## src/rtl/rst_seq_ctrl_if.sv

```systemverilog
// Bundle of the software-request handshake and the staged reset outputs.
// The sequencer drives it through the slave modport; the consumer side
// (board logic or a bench) uses the master modport.
`timescale 1ns/1ps
interface rst_seq_ctrl_if #(
  parameter int N_OUT = 3
);
  logic             i_sw_rst_req;
  logic [N_OUT-1:0] o_rstn;
  logic             o_rst_done;
  logic             o_sw_rst_ack;
  logic [1:0]       o_state;

  modport master (
    output i_sw_rst_req,
    input  o_rstn,
    input  o_rst_done,
    input  o_sw_rst_ack,
    input  o_state
  );

  modport slave (
    input  i_sw_rst_req,
    output o_rstn,
    output o_rst_done,
    output o_sw_rst_ack,
    output o_state
  );
endinterface

```

## src/rtl/rst_seq_ctrl.sv

```systemverilog
// Reset sequencer: turns a raw asynchronous active-low board reset into
// N_OUT staged resets that assert asynchronously, deassert synchronously
// and are released lowest bit first. A software request replays the
// hold/release sequence and pulses an acknowledge when it completes.
`timescale 1ns/1ps
module rst_seq_ctrl #(
  parameter int N_SYNC    = 2,
  parameter int N_HOLD    = 4,
  parameter int N_OUT     = 3,
  parameter int STAGE_GAP = 2,
  parameter int BW_CNT    = 8
) (
  input  logic           i_clk,
  input  logic           i_rstn,
  rst_seq_ctrl_if.slave  bus
);

  typedef enum logic [1:0] {
    ST_RESET   = 2'd0,
    ST_HOLD    = 2'd1,
    ST_RELEASE = 2'd2,
    ST_RUN     = 2'd3
  } state_t;

  localparam int CNT_MAX = (N_HOLD > STAGE_GAP) ? N_HOLD : STAGE_GAP;
  localparam logic [BW_CNT-1:0] HOLD_LAST = BW_CNT'(N_HOLD - 1);
  localparam logic [BW_CNT-1:0] GAP_LAST  = BW_CNT'(STAGE_GAP - 1);

  // Reject configurations the counter or the sequence cannot represent.
  if (N_SYNC < 2 || N_HOLD < 1 || N_OUT < 1 || STAGE_GAP < 1 ||
      CNT_MAX >= (2 ** BW_CNT)) begin : g_param_check
    $error("rst_seq_ctrl: illegal parameters (counter would wrap or value out of range)");
  end

  logic [N_SYNC-1:0] sync_q;
  logic [N_SYNC-1:0] sync_d;
  logic              rstn_sync;
  state_t            state_q;
  logic [BW_CNT-1:0] cnt_q;
  logic [N_OUT-1:0]  rstn_q;
  logic [N_OUT-1:0]  rstn_d;
  logic              done_q;
  logic              ack_q;
  logic              pend_q;

  // The next stage to release is the lowest still-asserted bit, which keeps
  // the outputs thermometer-coded by construction.
  assign sync_d    = {sync_q[N_SYNC-2:0], 1'b1};
  assign rstn_sync = sync_q[N_SYNC-1];
  assign rstn_d    = (rstn_q << 1) | N_OUT'(1);

  // Raw reset synchronizer: clears at once, fills with ones after release.
  always_ff @(posedge i_clk or negedge i_rstn) begin
    if (!i_rstn) begin
      sync_q <= '0;
    end else begin
      sync_q <= sync_d;
    end
  end

  // Sequencing FSM with registered resets, done, ack and state outputs.
  always_ff @(posedge i_clk or negedge i_rstn) begin
    if (!i_rstn) begin
      state_q <= ST_RESET;
      cnt_q   <= '0;
      rstn_q  <= '0;
      done_q  <= 1'b0;
      ack_q   <= 1'b0;
      pend_q  <= 1'b0;
    end else begin
      ack_q <= 1'b0;
      if (state_q != ST_RESET && bus.i_sw_rst_req) begin
        // A request (new, repeated or held) always restarts the hold window.
        state_q <= ST_HOLD;
        cnt_q   <= '0;
        rstn_q  <= '0;
        done_q  <= 1'b0;
        pend_q  <= 1'b1;
      end else begin
        case (state_q)
          ST_RESET: begin
            if (rstn_sync) begin
              state_q <= ST_HOLD;
              cnt_q   <= '0;
            end
          end
          ST_HOLD: begin
            if (cnt_q == HOLD_LAST) begin
              state_q <= ST_RELEASE;
              cnt_q   <= '0;
              rstn_q  <= rstn_d;
            end else begin
              cnt_q <= cnt_q + 1'b1;
            end
          end
          ST_RELEASE: begin
            if (&rstn_q) begin
              state_q <= ST_RUN;
              cnt_q   <= '0;
              done_q  <= 1'b1;
              ack_q   <= pend_q;
              pend_q  <= 1'b0;
            end else if (cnt_q == GAP_LAST) begin
              cnt_q  <= '0;
              rstn_q <= rstn_d;
            end else begin
              cnt_q <= cnt_q + 1'b1;
            end
          end
          ST_RUN: begin
            cnt_q <= '0;
          end
          default: begin
            state_q <= ST_RESET;
          end
        endcase
      end
    end
  end

  assign bus.o_rstn       = rstn_q;
  assign bus.o_rst_done   = done_q;
  assign bus.o_sw_rst_ack = ack_q;
  assign bus.o_state      = state_q;

endmodule

```

## src/flat_wrapper.sv

```systemverilog
// flat-port wrapper written by rule: the top's interface ports become plain ports
module rst_seq_ctrl_flat 
#(
  parameter int N_SYNC    = 2,
  parameter int N_HOLD    = 4,
  parameter int N_OUT     = 3,
  parameter int STAGE_GAP = 2,
  parameter int BW_CNT    = 8
)
  (i_clk, i_rstn, bus_i_sw_rst_req, bus_o_rstn, bus_o_rst_done, bus_o_sw_rst_ack, bus_o_state);
  rst_seq_ctrl_if #(.N_OUT(N_OUT)) bus_i ();
  input  logic i_clk;
  input  logic i_rstn;
  input wire logic [$bits(bus_i.i_sw_rst_req)-1:0] bus_i_sw_rst_req;
  output wire logic [$bits(bus_i.o_rstn)-1:0] bus_o_rstn;
  output wire logic [$bits(bus_i.o_rst_done)-1:0] bus_o_rst_done;
  output wire logic [$bits(bus_i.o_sw_rst_ack)-1:0] bus_o_sw_rst_ack;
  output wire logic [$bits(bus_i.o_state)-1:0] bus_o_state;
  assign bus_i.i_sw_rst_req = bus_i_sw_rst_req;
  assign bus_o_rstn = bus_i.o_rstn;
  assign bus_o_rst_done = bus_i.o_rst_done;
  assign bus_o_sw_rst_ack = bus_i.o_sw_rst_ack;
  assign bus_o_state = bus_i.o_state;
  rst_seq_ctrl #(.N_SYNC(N_SYNC), .N_HOLD(N_HOLD), .N_OUT(N_OUT), .STAGE_GAP(STAGE_GAP), .BW_CNT(BW_CNT)) u_core (.i_clk(i_clk), .i_rstn(i_rstn), .bus(bus_i));
endmodule
```

## config.mk

```make
export PLATFORM = sky130hd
export DESIGN_NAME = rst_seq_ctrl_flat
export DESIGN_NICKNAME = d
export VERILOG_FILES = /design/src/rtl/rst_seq_ctrl_if.sv /design/src/rtl/rst_seq_ctrl.sv /design/src/flat_wrapper.sv
export SDC_FILE = /design/constraint.sdc
export NUM_CORES = 1
export LEC_CHECK = 0
export ABC_CLOCK_PERIOD_IN_PS = 1900
export CAP_MARGIN = 20
export CORE_MARGIN = 2
export CORE_UTILIZATION = 45
export CTS_CLUSTER_SIZE = 28
export DETAILED_ROUTE_END_ITERATION = 8
export PLACE_DENSITY = 0.68
export SYNTH_ARGS = -nofsm -noshare
export SYNTH_HDL_FRONTEND = slang
export SYNTH_SLANG_ARGS = --single-unit
```

## constraint.sdc

```tcl
create_clock -name i_clk -period 1.9 [get_ports i_clk]
set_input_delay 0.38 -clock i_clk [delete_from_list [all_inputs] [get_ports i_clk]]
set_output_delay 0.38 -clock i_clk [all_outputs]
set_load 0.03 [all_outputs]
```

# Word-level counts from Yosys, hierarchy flattened
# Cells that the tools add are included.
# totals
reg_bits	18
input_bits	3
out_inout_bits	7
elab_cells	54
# classes
addsub	1
eq_ne	10
muxes	25
n_reduce_logical	11
# ops
cell	n
$mux 8	5
$pmux 8 s4	1
$mux 3	4
$ne 3x1->1 const B	4
$mux 1	9
$add 8x1->8 const B	1
$eq 8x1->1 const B	1
$eq 8x2->1 const B	1
$mux 2	4
$reduce_and 4->1	2
$pmux 2 s3	1
$pmux 3 s2	1
$reduce_bool 2->1	3
$eq 2x2->1 const B	2
$reduce_bool 4->1	1
$ne 3x2->1 const B	1
$reduce_and 3->1	1
$reduce_bool 3->1	1
$eq 2x1->1 const B	1
$logic_not 2->1	1
$reduce_and 2->1	1
$logic_and 1x1->1	1

# Logic depth before layout (Yosys ltp)
# Gate-level depths: netlist (run 1).
# depth
depth_word	5
mapped_depth	8
mapped_depth_nobuf	7

# Least setup slack after synthesis (run 1)
# Ideal clock, no wire load.
# synth_path
kind	reg2reg
start	register u_core.state_q[0], in the netlist u_core.bus.o_state[0]
end	register u_core.rstn_q[1], in the netlist u_core.bus.o_rstn[1]
arrival_ns	1.930
path_slack_ns	-0.155
stages_incl_launch_ff	9
n_path_buf	1
path_cell_list	dfrtp_1 inv_1 ha_1 nand2b_1 buf_4 and2_4 nand4_2 o211a_2 mux2_4
# synth_via
elab_chain_len	4
elab_cells_between_ends	11
# synth_rtl
element	line_no	text
start: declaration	rst_seq_ctrl.sv:38	state_t state_q;
start signal: assignment	rst_seq_ctrl.sv:64	state_q <= ST_RESET;
start signal: assignment	rst_seq_ctrl.sv:74	state_q <= ST_HOLD;
start signal: assignment	rst_seq_ctrl.sv:83	state_q <= ST_HOLD;
$reduce_bool 2->1	rst_seq_ctrl.sv:72	if (state_q != ST_RESET && bus.i_sw_rst_req) begin
$logic_and 1x1->1	rst_seq_ctrl.sv:72	
$ne 3x2->1 (no source line) (tied with other cells)	n/a	
$reduce_and 4->1 (no source line)	n/a	
end signal: assignment	rst_seq_ctrl.sv:91	rstn_q <= rstn_d;
end signal: assignment	rst_seq_ctrl.sv:105	rstn_q <= rstn_d;
end: declaration	rst_seq_ctrl.sv:40	logic [N_OUT-1:0] rstn_q;
# Several ways; a longest one is shown, not always the timed one.
# A chain may end at the register's enable or synchronous reset.

# Worst setup path in the final report (run 1)
# layout_path
start	register u_core.state_q[1], in the netlist u_core.bus.o_state[1]
end	output port bus_o_state[1]
# layout_lines
element	line_no	text
end: declaration	flat_wrapper.sv:18	output wire logic [$bits(bus_i.o_state)-1:0] bus_o_state;
# No word-level cell between the ends.

==> impl_metrics.py, run 1 <==
metrics = {
    "sta": {
        "slew_viol_final": 0,
        "fmax_mhz": 545,
        "skew_ps": 17.1,
        "min_period_ps": 1840,
        "finalCritPeriodShare_pct": 96.6,
        "hold_violations": 0,
        "rsz0062_at_grt": "no",
        "setup_viol_count_final": 0,
    },
    "yosys": {
        "synthArstFlopShare_pct": 100,
        "synth_area_leaders": "dfrtp_1, ha_1, inv_1",
        "synth_area_um2": 966,
        "yosys_warnings": 0,
        "post-synth-top-count-cell": "dfrtp_1",
        "syn-instance-count": 96,
        "synth_top_cell_by_area": "dfrtp_1",
        "seq_area_frac_synth_pct": 46.6,
        "synth_top_area_share_pct": 46.6,
        "synth_nets": 105,
        "ys_ff_latch": 18,
        "synth_commonest_cells": "dfrtp_1, inv_1, nand2_1",
        "synth_ff_type": "dfrtp_1",
        "ys_types": 34,
        "synth.avg_cell_area_um2": 10.1,
        "synth_edf_count": 0,
    },
    "clock_tree": {
        "post_cts_buffers": 0,
        "numCtsBuffers": 3,
        "cts.reportedPaths.clkPinSlew_ps": 110,
        "cts_sinks": 18,
        "clock_latency_ps": 290,
        "root_buffer": "clkbuf_4",
        "cts_tree": "built",
        "htreeDepth": 1,
        "cts_max_path_buffers": 2,
    },
    "detailed_routing": {
        "routedWlPerCell_um": 12.1,
        "remaining_drc_errors": 0,
        "dr.first_iter.drc_count": 6,
        "via_per_inst": 5.06,
        "vias": 718,
        "ant_nets": 0,
        "wl_um": 1720,
        "first_pass_iters": 4,
    },
    "layout": {
        "layout-drive-gt1-share_pct": 18.3,
        "nNetsFinal": 125,
        "final_util_pct": 58.8,
        "syn_to_final_growth_pct": 21.8,
        "insertedDiodeCount": 0,
    },
    "worst_hold_path": {
        "hp-class": "reg -> reg",
    },
    "worst_setup_path": {
        "regToRegSetupSlack_ps": 100,
        "startpoint_type": "register",
        "slowest_delay_ps": 670,
        "crit_path_end_kind": "output port",
        "critPathSlowestCell": "clkdlybuf4s50_1",
        "cp_cell_sequence": "buf_4 -> clkdlybuf4s50_1",
        "crit_fanout": 4,
        "cp.arrival_ps": 1460,
        "cp.required_ps": 1520,
        "worstSetupPathType": "reg -> out",
    },
    "global_route": {
        "grt_use_total_pct": 17.0,
        "grt_pass1_vias": 733,
        "grt_max_degree": 19,
        "grt_pass1_wl_um": 3300,
        "antenna_found_initial": 0,
        "grt.overflow.total": 0,
    },
    "outcome": {
        "outcome": "completed",
    },
    "floorplan": {
        "io_pins": 10,
        "chipHeight_um": 50.3,
        "core_area_um2": 2000,
        "num_rows": 16,
        "start_util_pct": 48.2,
        "die_w_um": 50.3,
        "dieArea_um2": 2530,
    },
    "pwr": {
        "power_mw": 1.46,
        "p_leak_nw": 0.532,
        "vdd_drop_max_mv": 0.760,
        "power_density_nw_per_um2": 1240,
    },
    "job": {
        "drv_cap": 0,
    },
    "placed_design": {
        "finalWeightedCongestion": 0.826,
        "dp_hpwl_um": 1350,
        "io_buffers": 9,
    },
}
-- flip-flops by register name, summed over array words and instances, names as in the netlist --
register and count:
u_core.bus.o_sw_rst_ack 1, u_core.cnt_q 8, u_core.pend_q 1, u_core.bus.o_state 2
u_core.sync_q 2, u_core.bus.o_rstn 3, u_core.bus.o_rst_done 1
-- per-layer routing --
layer / global-route usage, % / vias up / part of all wire [%]
li1: - / 369 / -
met3: 2.98 / 4 / 3.1
met5: 0 / - / 0
met4: 6.76 / 0 / 1.5
met1: 23.0 / 333 / 49
met2: 26.8 / 12 / 46
-- what timing repair did --
action | 4_1_cts | 5_1_grt
resized for setup | 0 | 1
endpoints found under the hold margin | 0 | 0
hold buffers | 0 | 0
setup endpoints to repair | 0 | 4
-- worst max-delay path: cells and delay by family (launching register included) --
| kind | cells | cell delay, ps |
|---|---|---|
| buf+inv | 2 | 790 |
| flops | 1 | 370 |
-- where the power goes --
group,leakage (nW),total (mW),switching (mW),internal (mW)
logic,0.286,0.759,0.402,0.357
registers,0.231,0.510,0.0640,0.446
clock network,0.0150,0.193,0.112,0.0815
total,0.532,1.46,0.578,0.884
-- kinds of logic after synthesis --
logic type      after synthesis  synth area share [%]
other cells                   1                 0.388
buf+inv                      12                  5.18
simple gates                 33                  18.9
fa+ha+maj                     6                  7.77
flops                        18                  46.6
compound gates               17                  11.5
mux                           5                  5.96
xor+xnor                      4                  3.63
-- layout by cell type (no fill, tap or decap), types with 3 or more instances in the layout --
| cell type | count |
|---|---|
| inv_1 | 9 |
| nor2_1 | 6 |
| buf_4 | 8 |
| clkdlybuf4s50_1 | 9 |
| a31oi_1 | 3 |
| a21oi_1 | 4 |
| clkbuf_4 | 3 |
| nand3_1 | 6 |
| dfrtp_1 | 16 |
| ha_1 | 6 |
| nand2_1 | 10 |
-- metrics by stage --
stage	setup WS (ps)	area, um2	hold WS, ps	setup TNS (ps)	cells
after floorplan	2.14	976	84.4	0	96
final	63.9	1180	359	0	142
after global placement	30.1	1150	335	0	138
after CTS	45.1	1170	360	0	142
after global routing	0.755	1180	378	0	142
after detailed placement	-15.5	1150	335	-15.5	138
-- worst paths after layout --
path | startpoint | to | depth (start not counted)
setup / recovery | u_core.bus.o_state[1] | bus_o_state[1] | 2
max in group asynchronous | i_rstn | u_core.bus.o_rstn[0] | 2
min in group asynchronous | i_rstn | u_core.cnt_q[2] | 2
setup reg to reg | u_core.bus.o_state[0] | u_core.bus.o_rstn[1] | 7
hold / removal | u_core.sync_q[0] | u_core.sync_q[1] | 0
hold reg to reg | u_core.sync_q[0] | u_core.sync_q[1] | 0
-- final cells by class --
type,instances,area [um2]
clock buffer,4,26.3
fill,173,826
inverter,10,37.5
multi-input combinational,66,475
sequential,18,453
tap,27,33.8
timing repair buffer,17,150
(Power assumes the default switching activity.)
==> run 2: changes to the inputs <==
--- a/config.mk
+++ b/config.mk
@@ -7,7 +7,6 @@
 export LEC_CHECK = 0
 export ABC_CLOCK_PERIOD_IN_PS = 1900
 export CAP_MARGIN = 20
-export CORE_MARGIN = 2
 export CORE_UTILIZATION = 45
 export CTS_CLUSTER_SIZE = 28
 export DETAILED_ROUTE_END_ITERATION = 8
==> run 2 against run 1 <==
- power increased by 0.19%
- utilization increased by 0.21 points
- clock skew decreased by 15 ps
- sequential share of layout area increased by 0.25 points
- largest cell class unchanged
- critical path type unchanged
- worst hold slack got worse by 2.0 ps
- via count decreased by 0.70%
- wire length increased by 6.5%
==> impl_metrics.py, run 2 (synthesized netlist as in run 1, its figures left out) <==
metrics = {
    "outcome": {
        "outcome": "completed",
    },
    "clock_tree": {
        "root_buffer": "clkbuf_4",
        "cts.reportedPaths.clkPinSlew_ps": 100,
        "htreeDepth": 1,
        "clock_latency_ps": 290,
        "cts_tree": "built",
        "post_cts_buffers": 0,
        "numCtsBuffers": 3,
        "cts_max_path_buffers": 2,
        "cts_sinks": 18,
    },
    "sta": {
        "rsz0062_at_grt": "no",
        "fmax_mhz": 549,
        "finalCritPeriodShare_pct": 95.9,
        "min_period_ps": 1820,
        "skew_ps": 1.80,
        "hold_violations": 0,
        "worst_slack_ps": 78.0,
        "slew_viol_final": 0,
        "setup_viol_count_final": 0,
    },
    "pwr": {
        "seq_power_share_pct": 34.8,
        "p_sw_share_pct": 40.0,
        "p_int_mw": 0.879,
        "comb_power_share_pct": 51.9,
        "vdd_drop_max_mv": 0.683,
        "power_density_nw_per_um2": 1250,
        "p_leak_nw": 0.527,
        "p_sw_mw": 0.585,
        "clock_power_share_pct": 13.4,
        "power_mw": 1.46,
    },
    "worst_setup_path": {
        "slowest_delay_ps": 660,
        "cp_cell_sequence": "buf_4 -> clkdlybuf4s50_1",
        "reg2regPathDepth": 7,
        "crit_path_end_kind": "output port",
        "startpoint_type": "register",
        "rr_endpoint": "u_core.bus.o_rstn[1]",
        "crit_fanout": 4,
        "regToRegSetupSlack_ps": 110,
        "cp.required_ps": 1520,
        "timing.rr.start": "u_core.bus.o_state[0]",
        "cp.arrival_ps": 1440,
        "cp.buffers_inverters": 2,
        "critPathSlowestCell": "clkdlybuf4s50_1",
        "worstSetupPathType": "reg -> out",
        "path_delay_family": "buffers and inverters",
    },
    "floorplan": {
        "dieArea_um2": 2340,
        "io_pins": 10,
        "die_w_um": 48.3,
        "num_rows": 16,
        "start_util_pct": 48.7,
        "chipHeight_um": 48.3,
        "core_area_um2": 1980,
    },
    "layout": {
        "largest_register": "u_core.cnt_q",
        "n_fill_cell": 179,
        "insertedDiodeCount": 0,
        "final_cell_mix": "dfrtp_1, nand2_1, inv_1, clkdlybuf4s50_1, buf_4",
        "syn_to_final_growth_pct": 21.0,
        "nNetsFinal": 124,
        "layout_commonest_cell": "dfrtp_1",
        "layout-drive-gt1-share_pct": 17.5,
        "final_util_pct": 59.0,
        "largest_reg_flops": 8,
    },
    "detailed_routing": {
        "ant_nets": 0,
        "routedWlPerCell_um": 13.0,
        "wl_um": 1830,
        "via_per_inst": 5.06,
        "remaining_drc_errors": 0,
        "vias": 713,
        "dr.first_iter.drc_count": 13,
        "first_pass_iters": 4,
    },
    "placed_design": {
        "finalWeightedCongestion": 0.784,
        "dp_hpwl_um": 1420,
        "dpl_worst_slack_ps": -31.3,
        "io_buffers": 9,
    },
    "global_route": {
        "grt_use_total_pct": 17.5,
        "antenna_found_initial": 0,
        "grt_max_degree": 19,
        "grt_pass1_wl_um": 3200,
        "grt_pass1_vias": 740,
        "grt.overflow.total": 0,
    },
    "worst_hold_path": {
        "hp-class": "reg -> reg",
        "min_path_cells": 0,
        "hold-path-endpoint": "u_core.sync_q[1]",
        "min_from": "u_core.sync_q[0]",
    },
    "job": {
        "drv_cap": 0,
    },
}
run 2: cell types whose count changed in the layout (fill, tap and decap cells not counted), sizes merged:
cell / before / now
buf: 8 / 7
run 2: power groups by stage:
stage               Clock, mW  Combinational, mW  Sequential (mW)
finish                  0.196              0.760            0.509
global route            0.217              0.827            0.515
CTS                     0.200              0.761            0.509
detailed placement          0              0.759            0.515
global placement            0              0.737            0.514
floorplan                   0              0.422            0.601
run 2: what timing repair did:
item	4_1_cts	5_1_grt
endpoints found under the setup margin	0	1
resized for setup	0	1
hold buffers	0	0
run 2: through the flow:
| stage | area (um2) | std cells | hold slack [ps] | TNS (ps) |
|---|---|---|---|---|
| floorplan | 976 | 96 | 84.4 | 0 |
| global placement | 1140 | 137 | 333 | 0 |
| detailed placement | 1140 | 137 | 335 | -31.3 |
| CTS | 1170 | 141 | 358 | 0 |
| global route | 1170 | 141 | 368 | 0 |
| finish | 1170 | 141 | 357 | 0 |
run 2: layout make-up:
cell class	count	area [um2]	area share [%]
clock buffers	4	26.3	2.25
inverters	10	37.5	3.21
multi-input cells	66	475	40.7
flip-flops and latches	18	453	38.8
well taps	27	33.8	2.89
repair buffers	16	143	12.2
run 2: worst max-delay path by stage:
stage,from,endpoint,cells past startpoint
after detailed placement,bus_i_sw_rst_req,u_core.bus.o_rstn[1],6
after CTS,u_core.bus.o_state[0],u_core.bus.o_rstn[1],7
after global routing,u_core.bus.o_state[1],bus_o_state[1],2
after floorplan,u_core.bus.o_state[1],u_core.bus.o_rstn[1],8
final,u_core.bus.o_state[1],bus_o_state[1],2
after global placement,bus_i_sw_rst_req,u_core.bus.o_rstn[1],6
run 2: routing by layer:
layer	GRT usage, %	routed length [um]	vias up
li1	-	-	361
met1	22.5	916	340
met5	0	0	-
met3	3.14	52	3
met2	28.9	840	9
met4	7.35	23	0
==> run 3: changes to the inputs <==
--- a/config.mk
+++ b/config.mk
@@ -5,12 +5,12 @@
 export SDC_FILE = /design/constraint.sdc
 export NUM_CORES = 1
 export LEC_CHECK = 0
-export ABC_CLOCK_PERIOD_IN_PS = 1900
+export ABC_CLOCK_PERIOD_IN_PS = 2000
 export CAP_MARGIN = 20
 export CORE_UTILIZATION = 45
 export CTS_CLUSTER_SIZE = 28
 export DETAILED_ROUTE_END_ITERATION = 8
-export PLACE_DENSITY = 0.68
+export PLACE_DENSITY = 0.66
 export SYNTH_ARGS = -nofsm -noshare
 export SYNTH_HDL_FRONTEND = slang
 export SYNTH_SLANG_ARGS = --single-unit
==> constraint.sdc (replaced) <==
create_clock -name i_clk -period 2 [get_ports i_clk]
set_input_delay 0.4 -clock i_clk [delete_from_list [all_inputs] [get_ports i_clk]]
set_output_delay 0.4 -clock i_clk [all_outputs]
set_load 0.03 [all_outputs]
==> run 3 against run 2 <==
- wire length shrank 9.2%
- sequential power shrank 3%
- register-to-register slack gained 20 ps
- non-clock buffer count shrank 3
- die area is the same
- critical path type is now reg -> reg
- critical path depth grew 5
- largest power group unchanged
- clock power shrank 8%
- setup slack gained 53 ps
- final cell count shrank 2.1%
- first-iteration DRC count is the same
==> impl_metrics.py, run 3 (synthesized netlist as in run 1, its figures left out) <==
metrics = {
    "detailed_routing": {
        "wl_um": 1660,
        "dr.first_iter.drc_count": 13,
        "vias": 709,
        "routedWlPerCell_um": 12.1,
        "first_pass_iters": 4,
        "via_per_inst": 5.14,
        "ant_nets": 0,
        "remaining_drc_errors": 0,
    },
    "worst_setup_path": {
        "startpoint_type": "register",
        "path_delay_family": "simple AND/OR/NAND/NOR gates",
        "timing.rr.start": "u_core.bus.o_state[1]",
        "cp.arrival_ps": 2050,
        "rr_endpoint": "u_core.bus.o_rstn[1]",
        "reg2regPathDepth": 7,
        "cp.required_ps": 2180,
        "cp.buffers_inverters": 1,
        "crit_fanout": 7,
        "cp_num_cells": 7,
        "slowest_delay_ps": 420,
        "worstSetupPathType": "reg -> reg",
        "critPathSlowestCell": "dfrtp_2",
        "regToRegSetupSlack_ps": 130,
        "crit_path_end_kind": "register",
        "cp_cell_sequence": "inv_1 -> ha_1 -> nand2b_1 -> and2_4 -> nand4_2 -> o211a_2 -> mux2_4",
    },
    "sta": {
        "finalSetupTns_ps": 0,
        "fmax_mhz": 535,
        "setup_viol_count_final": 0,
        "slew_viol_final": 0,
        "hold_violations": 0,
        "finalCritPeriodShare_pct": 93.5,
        "min_period_ps": 1870,
        "worst_slack_ps": 130,
        "rsz0062_at_grt": "no",
        "skew_ps": 0.952,
    },
    "pwr": {
        "clock_power_share_pct": 13.7,
        "p_int_mw": 0.786,
        "p_leak_nw": 0.513,
        "comb_power_share_pct": 48.8,
        "vdd_drop_max_mv": 0.691,
        "p_sw_share_pct": 40.4,
        "p_sw_mw": 0.532,
        "seq_power_share_pct": 37.5,
        "power_density_nw_per_um2": 1160,
    },
    "layout": {
        "multi_input_area_um2": 465,
        "nNetsFinal": 121,
        "layout-drive-gt1-share_pct": 13.5,
        "largest_reg_flops": 8,
        "final_cell_mix": "dfrtp_1, inv_1, nand2_1",
        "insertedDiodeCount": 0,
        "layout_commonest_cell": "dfrtp_1",
        "seq_area_um2": 453,
        "largest_register": "u_core.cnt_q",
        "n_fill_cell": 175,
        "syn_to_final_growth_pct": 17.6,
    },
    "clock_tree": {
        "holdBufCountCts": 0,
        "clock_latency_ps": 280,
        "htreeDepth": 1,
        "post_cts_buffers": 0,
        "cts.repair.resized": 0,
        "cts_tree": "built",
        "root_buffer": "clkbuf_4",
        "cts_max_path_buffers": 2,
        "cts.reportedPaths.clkPinSlew_ps": 100,
        "numCtsBuffers": 3,
        "cts_sinks": 18,
    },
    "floorplan": {
        "core_area_um2": 1980,
        "num_rows": 16,
        "io_pins": 10,
        "dieArea_um2": 2340,
        "start_util_pct": 48.7,
        "die_w_um": 48.3,
        "chipHeight_um": 48.3,
    },
    "global_route": {
        "grt_use_total_pct": 15.9,
        "grt_max_degree": 19,
        "grt_pass1_wl_um": 2830,
        "grt.overflow.total": 0,
        "antenna_found_initial": 0,
        "grt_pass1_vias": 652,
    },
    "outcome": {
        "outcome": "completed",
    },
    "placed_design": {
        "io_buffers": 9,
        "dp_hpwl_um": 1290,
        "dpl_worst_slack_ps": 17.9,
        "finalWeightedCongestion": 0.787,
    },
    "worst_hold_path": {
        "min_path_cells": 0,
        "min_from": "u_core.sync_q[0]",
        "hp-class": "reg -> reg",
        "hold-path-endpoint": "u_core.sync_q[1]",
    },
    "job": {
        "drv_cap": 0,
    },
}
-- run 3: cell types whose count changed in the layout (fill, tap and decap cells not counted) --
cell	previous run	this run
o211a_2	0	1
o211a_4	1	0
inv_2	1	0
nand2b_2	1	0
inv_1	9	10
nand2b_1	1	2
buf_4	7	4
-- run 3: worst max path at each step --
stage | end | slack, ps | startpoint
floorplan | u_core.bus.o_rstn[1] | 60 | u_core.bus.o_state[0]
global placement | u_core.bus.o_rstn[1] | 60 | bus_i_sw_rst_req
detailed placement | u_core.bus.o_rstn[1] | 20 | bus_i_sw_rst_req
CTS | u_core.bus.o_rstn[1] | 130 | u_core.bus.o_state[1]
global route | u_core.bus.o_rstn[1] | 4 | u_core.bus.o_state[1]
finish | u_core.bus.o_rstn[1] | 130 | u_core.bus.o_state[1]
-- run 3: stage by stage --
step | power (mW) | std cells | hold slack, ps | util [%] | area [um2]
floorplan | 0.955 | 96 | 104 | - | 968
global placement | 1.13 | 134 | 332 | 56.0 | 1110
detailed placement | 1.15 | 134 | 336 | 56.0 | 1110
CTS | 1.33 | 138 | 359 | 57.3 | 1140
global route | 1.42 | 138 | 370 | 57.3 | 1140
finish | 1.32 | 138 | 355 | 57.3 | 1140
-- run 3: cell type report --
type | instances | area share (%)
clock buffer | 4 | 2.31
inverter | 10 | 3.30
multi-input combinational | 66 | 41.0
sequential | 18 | 39.9
tap | 27 | 2.97
timing repair buffer | 13 | 10.6
-- run 3: worst reg2reg max path, delay by kind of cell, from the launching register on --
family / cells / cell delay, ps
adders and majority gates: 1 / 200
AOI/OAI and AO/OA: 1 / 230
muxes: 1 / 300
buffers and inverters: 1 / 90
DFF: 1 / 420
and+or+nand+nor: 3 / 530
-- run 3: per-layer routing --
| layer | GRT usage, % | part of all wire (%) | up-vias |
|---|---|---|---|
| li1 | - | - | 354 |
| met1 | 20.6 | 49 | 348 |
| met2 | 25.1 | 48 | 7 |
| met3 | 3.77 | 2.4 | 0 |
| met4 | 7.35 | 0 | 0 |
| met5 | 0 | 0 | - |
-- run 3: power groups by stage --
| stage | logic, mW | clock network, mW | registers (mW) |
|---|---|---|---|
| 2_1_floorplan | 0.385 | 0 | 0.569 |
| 3_3_place_gp | 0.633 | 0 | 0.497 |
| 3_5_place_dp | 0.645 | 0 | 0.500 |
| 4_1_cts | 0.646 | 0.189 | 0.493 |
| 5_1_grt | 0.701 | 0.215 | 0.504 |
| 6_report | 0.643 | 0.181 | 0.494 |
